===== config.mk =====
export PLATFORM = sky130hd
export DESIGN_NAME = tdm_demux_rx
export DESIGN_NICKNAME = d
export VERILOG_FILES = /design/src/rtl/tdm_demux_rx.sv
export SDC_FILE = /design/constraint.sdc
export NUM_CORES = 1
export LEC_CHECK = 0
export CORE_UTILIZATION = 33
export DETAILED_ROUTE_END_ITERATION = 8
export PLACE_DENSITY = 0.57
export SETUP_SLACK_MARGIN = 0.4
export SLEW_MARGIN = 10
export SYNTH_ARGS = -nofsm -noshare
export SYNTH_HDL_FRONTEND = slang
export SYNTH_SLANG_ARGS = --single-unit

===== constraint.sdc =====
create_clock -name clk -period 1.6 [get_ports clk]
set_clock_uncertainty 0.15 [all_clocks]
set_input_delay 0.32 -clock clk [delete_from_list [all_inputs] [get_ports clk]]
set_output_delay 0.32 -clock clk [all_outputs]
set_load 0.02 [all_outputs]

===== src/rtl/tdm_demux_rx.sv =====
// tdm_demux_rx: rebuilds N_CH parallel channels from a time-multiplexed word stream.
// A hunt/run FSM locks onto in_sync, beats are collected in a shadow frame, and a
// completed frame is copied to out_data one cycle after its last slot arrives.
module tdm_demux_rx #(
    parameter int unsigned N_CH = 4,
    parameter int unsigned W    = 8
) (
    input  logic                              clk,
    input  logic                              rst,
    input  logic                              in_valid,
    input  logic [W-1:0]                      in_data,
    input  logic                              in_sync,
    output logic [N_CH*W-1:0]                 out_data,
    output logic                              frame_valid,
    output logic [$clog2(N_CH)-1:0]           slot_idx,
    output logic                              locked,
    output logic                              sync_err
);

    localparam int unsigned SW   = $clog2(N_CH);
    localparam int unsigned DW   = N_CH * W;
    localparam logic [SW-1:0] LAST = SW'(N_CH - 1);

    typedef enum logic {
        HUNT = 1'b0,
        RUN  = 1'b1
    } state_e;

    state_e          state_q, state_d;
    logic [SW-1:0]   slot_idx_q, slot_idx_d;
    logic [DW-1:0]   shadow_q, shadow_d;
    logic [DW-1:0]   out_data_q, out_data_d;
    logic            frame_valid_q, frame_valid_d;
    logic            sync_err_q, sync_err_d;
    logic            locked_q, locked_d;
    logic            pend_q, pend_d;

    // State register
    always_ff @(posedge clk) begin
        if (rst) begin
            state_q <= HUNT;
        end else begin
            state_q <= state_d;
        end
    end

    // Next-state: enter RUN on a sync beat, fall back to HUNT on a missing sync at slot 0
    always_comb begin
        state_d = state_q;
        if (in_valid) begin
            unique case (state_q)
                HUNT: if (in_sync) state_d = RUN;
                RUN:  if (!in_sync && (slot_idx_q == '0)) state_d = HUNT;
                default: state_d = HUNT;
            endcase
        end
    end

    // Outputs and datapath: slot counter, shadow fill, deferred publish of a full frame
    always_comb begin
        slot_idx_d    = slot_idx_q;
        shadow_d      = shadow_q;
        out_data_d    = out_data_q;
        frame_valid_d = 1'b0;
        sync_err_d    = 1'b0;
        pend_d        = 1'b0;
        locked_d      = (state_d == RUN);

        // Shadow already holds the last slot; a new slot-0 write this cycle cannot disturb it
        if (pend_q) begin
            out_data_d    = shadow_q;
            frame_valid_d = 1'b1;
        end

        if (in_valid) begin
            unique case (state_q)
                HUNT: begin
                    if (in_sync) begin
                        shadow_d[0 +: W] = in_data;
                        slot_idx_d       = SW'(1);
                    end
                end
                RUN: begin
                    if (in_sync) begin
                        // Early sync drops the partial frame; the beat restarts at slot 0
                        if (slot_idx_q != '0) sync_err_d = 1'b1;
                        shadow_d[0 +: W] = in_data;
                        slot_idx_d       = SW'(1);
                    end else if (slot_idx_q == '0) begin
                        sync_err_d = 1'b1;
                    end else begin
                        for (int unsigned k = 1; k < N_CH; k++) begin
                            if (slot_idx_q == SW'(k)) shadow_d[k*W +: W] = in_data;
                        end
                        if (slot_idx_q == LAST) begin
                            slot_idx_d = '0;
                            pend_d     = 1'b1;
                        end else begin
                            slot_idx_d = SW'(slot_idx_q + SW'(1));
                        end
                    end
                end
                default: ;
            endcase
        end
    end

    // Datapath and output registers
    always_ff @(posedge clk) begin
        if (rst) begin
            slot_idx_q    <= '0;
            shadow_q      <= '0;
            out_data_q    <= '0;
            frame_valid_q <= 1'b0;
            sync_err_q    <= 1'b0;
            locked_q      <= 1'b0;
            pend_q        <= 1'b0;
        end else begin
            slot_idx_q    <= slot_idx_d;
            shadow_q      <= shadow_d;
            out_data_q    <= out_data_d;
            frame_valid_q <= frame_valid_d;
            sync_err_q    <= sync_err_d;
            locked_q      <= locked_d;
            pend_q        <= pend_d;
        end
    end

    assign out_data    = out_data_q;
    assign frame_valid = frame_valid_q;
    assign slot_idx    = slot_idx_q;
    assign locked      = locked_q;
    assign sync_err    = sync_err_q;

endmodule

==> metrics list <==
- Fraction of the mapped netlist area in adder cells: 0.0289
- TritonCTS clock tree: built
- Setup violations remaining at the end of the flow were counted as 0.
- After layout, the worst setup slack is 62.9 ps.
- Hold repair after CTS inserted 0 buffers.
- Post-Synth Simple-Gate Area: 0.192
- The first global-routing pass estimated between 9 and 10 mm of wire.
* Reported leakage power: 1.38 nW
* Multiplexer fraction of the synthesized cell area: 0.123
- Measured against its own limit, the worst slew margin works out to 0.743.
- Most frequent cells after synthesis: sky130_fd_sc_hd__dfxtp_1 (70), sky130_fd_sc_hd__nand2_1 (68), sky130_fd_sc_hd__a21oi_1 (33), sky130_fd_sc_hd__nor2_1 (33), sky130_fd_sc_hd__mux2i_1 (32)
- The count of final max-slew check failures is 0.
- Launching point of the worst reg2reg path: slot_idx[0]
- Final antenna diode count: 0
- A synthesized cell averages 9.20 sq um.
- Vias after detailed routing: about 2.1k
* Total DRC errors in the routed layout: 0
- Synthesized net count: 300
* Path category of the worst min-delay check: input pin to flop
- Area share of the largest cell type after synthesis: 0.540
- Largest cells by area after synthesis: sky130_fd_sc_hd__dfxtp_1 (54%), sky130_fd_sc_hd__mux2i_1 (12%), sky130_fd_sc_hd__nand2_1 (9.8%), sky130_fd_sc_hd__a21oi_1 (6.4%), sky130_fd_sc_hd__nor2_1 (4.8%)
* Standard cell core area: 7410 sq um
* Area enclosed by the die boundary: 8220 sq um
- Fraction of synthesized cell area in xor and xnor cells: 0
* Area of the multi-input gates: roughly 1200 sq um
- From left edge to right edge, the die measures ~90 um.
* Clock buffer count from CTS: 9
- The worst register-to-register path ends at slot_idx[1].
- VDD IR max: 347 uV
- By area, the combinational part of the netlist is dominated by simple AND/OR/NAND/NOR gates.
- For this design the ratio of total power to cell area is 849 nW/um^2.
* Number of nets in the layout: 368
* Number of buffers on the longest clock path: 2
- Of the synthesized area, sequential elements account for 0.540.
- Count of cell types in the netlist: 25
- Final hold vios: 0
- For this run, the detailed router's first-pass iteration total came to 4.
- For this run the aggregate overflow at the end of global routing stands at 0.
- For the worst setup path, the data arrival time is 1650 ps.
- Largest area contributor in the synthesized netlist: sky130_fd_sc_hd__dfxtp_1
- Chain of cells forming the critical path: inv_4 -> ha_4 -> nand3b_4 -> or4b_1 -> o31ai_1
- Together, buffers and inverters on the worst path number 1.
* Wirelength per Cell: 13.6 um
- Cell area after technology mapping: 2590 sq um
* CTS H-Tree Depth: 3
* Number of instances on the worst hold path: 2
* Latest clock arrival within the worst-skew pair: 350 ps
- In the synthesized netlist the async set-or-reset flop fraction comes to 0.
* Number of placement rows: 31
- In the final layout, the share of cells above drive strength 1 is 0.403.
* Antenna violations before repair: 0
- Routability congestion estimate from global placement: 0.752
- The initial utilization of the core area, before any placement, comes to 0.350.
- The critical path in this run is classified as flop to flop.
- CP max stage cell: sky130_fd_sc_hd__or4b_1
- RSZ-0062 raised after global routing: true
- The synthesized design contains 0 enable-type register cells.
- In the global route stage, overall resource usage came out at 0.159.
* Routed Wire Length: 6.18 mm
- Die Height: 90.7 um
- The routed design could run at a clock period as short as 1540 ps.
- Clock sink count: 70
* P&R area growth vs syn: 43.8%
* Cell depth of the worst flop-to-flop path: 5
- Once detail routing completed, the nets flagged for antenna violations numbered 0.
- In this run the most critical hold path is launched from rst.
* Root buffer selected by CTS: sky130_fd_sc_hd__clkbuf_8
- Most frequent cell after synthesis: sky130_fd_sc_hd__dfxtp_1
- The kind of cell with the highest combined delay along the critical path is simple AND/OR/NAND/NOR gates.
* Element type at the critical path start: flop
- Worst slack at placement: -201 ps
- STA classifies the critical path endpoint as a flop.
- Post-route fraction of the period consumed by the critical path: 0.961
- Number of warnings printed during yosys synthesis: 0
- Clock-pin slew on the worst setup and hold paths: 80 ps
* # Max-Cap Violations: 0
* Largest fanout of any net on the critical path: 4
- The filler cells instantiated in the layout total slightly below 700.
- Number of DRC markers after the initial detailed-route iteration: 111
- Measured slew at the worst slew-check pin: 385 ps
- Post-synthesis instance total: between 200 and 300
- Sequential cell area: 1450 sq um
- Setup slack of the worst register-to-register path: 60 ps
- Maximum single-stage delay on the critical path: 470 ps
* Vias in the first global route: 1949
- Total of buffers placed on input and output ports: 48
- Commonest register cell after synthesis: sky130_fd_sc_hd__dfxtp_1
* Required time reported for the critical path endpoint: 1710 ps
* Synthesis-stage register bit count: 70
* Half-perimeter wire length after placement: 3.93 mm
- The complex-gate fraction of the synthesized area was 0.0747.
- In this run the count of I/O pins placed on the die edge is 49.
- Fin util: 0.504
- In the routed layout, each cell is associated on average with a via count of 4.62.
- Based on the critical path, the design can be clocked at up to 651 MHz.
- The path with the worst hold slack has its endpoint at shadow_q[24].
- The run finished with clean final reports.
- Maximum number of pins on one net before global-route repair: 36
==> sequential cells by signal (all words and copies together), names as in the netlist <==
signal       flops
out_data        32
shadow_q        32
slot_idx         2
frame_valid      1
locked           1
pend_q           1
sync_err         1
==> power by group <==
group          switching, mW  internal, mW  total, mW
registers             0.0109          1.75       1.76
logic                  0.118        0.0945      0.212
clock network          0.629         0.561       1.19
total                  0.758          2.41       3.17
==> final cells by class <==
class | instances | share of cell area
Inverter | 4 | 0.00604
Clock inverter | 2 | 0.00268
Sequential cell | 70 | 0.390
Multi-Input combinational cell | 190 | 0.325
Timing Repair Buffer | 75 | 0.205
Tap cell | 99 | 0.0332
Clock buffer | 14 | 0.0382
==> placed cells by master (no fill, tap or decap), types with 9 or more instances in the layout <==
cell type,n
sky130_fd_sc_hd__nand2_1,62
sky130_fd_sc_hd__buf_6,40
sky130_fd_sc_hd__dfxtp_2,36
sky130_fd_sc_hd__nor2_1,33
sky130_fd_sc_hd__mux2i_1,32
sky130_fd_sc_hd__dfxtp_1,32
sky130_fd_sc_hd__a21oi_1,25
sky130_fd_sc_hd__buf_4,22
sky130_fd_sc_hd__clkbuf_8,9
==> timing repair <==
| action | 4_1_cts | 5_1_grt |
|---|---|---|
| endpoints found under the hold margin | 0 | 0 |
| setup buffers | 9 | 6 |
| gates resized for setup | 265 | 20 |
| pin swaps | 8 | 7 |
| endpoints found under the setup margin | 74 | 74 |
==> worst max path at each step <==
stage	from	endpoint	slack (ps)	cells after the start
global placement	in_valid	shadow_q[10]	-160	5
global route	slot_idx[0]	shadow_q[10]	7	7
CTS	slot_idx[0]	slot_idx[1]	70	5
floorplan	slot_idx[0]	slot_idx[1]	90	5
finish	slot_idx[0]	slot_idx[1]	60	5
detailed placement	in_valid	shadow_q[9]	-200	5
==> metal layers <==
layer | global-route usage | wire (um)
met1 | 0.204 | 3050
met2 | 0.234 | 2720
met3 | 0.0471 | 255
met4 | 0.0954 | 153
met5 | 0 | 0
==> cells by family (layout without fill, tap and decap cells) <==
group                      Yosys count  after routing
AOI/OAI and AO/OA                   37             37
adders and majority gates            6              6
buffers and inverters               22             95
DFF                                 70             70
muxes                               32             32
and+or+nand+nor                    115            115
==> stage by stage <==
step / area, sq um / total power, mW / TNS, ps / cells / hold slack, ps
6_report: 3730 / 3.17 / 0 / 454 / 102
5_1_grt: 3730 / 3.29 / 0 / 454 / 93.2
4_1_cts: 3620 / 3.19 / 0 / 448 / 58.2
3_5_place_dp: 3260 / 1.97 / -5410 / 423 / 299
3_3_place_gp: 3260 / 1.97 / -4550 / 423 / 295
2_1_floorplan: 2660 / 1.89 / 0 / 282 / 246
No activity file was read; power rests on OpenSTA's default activity.
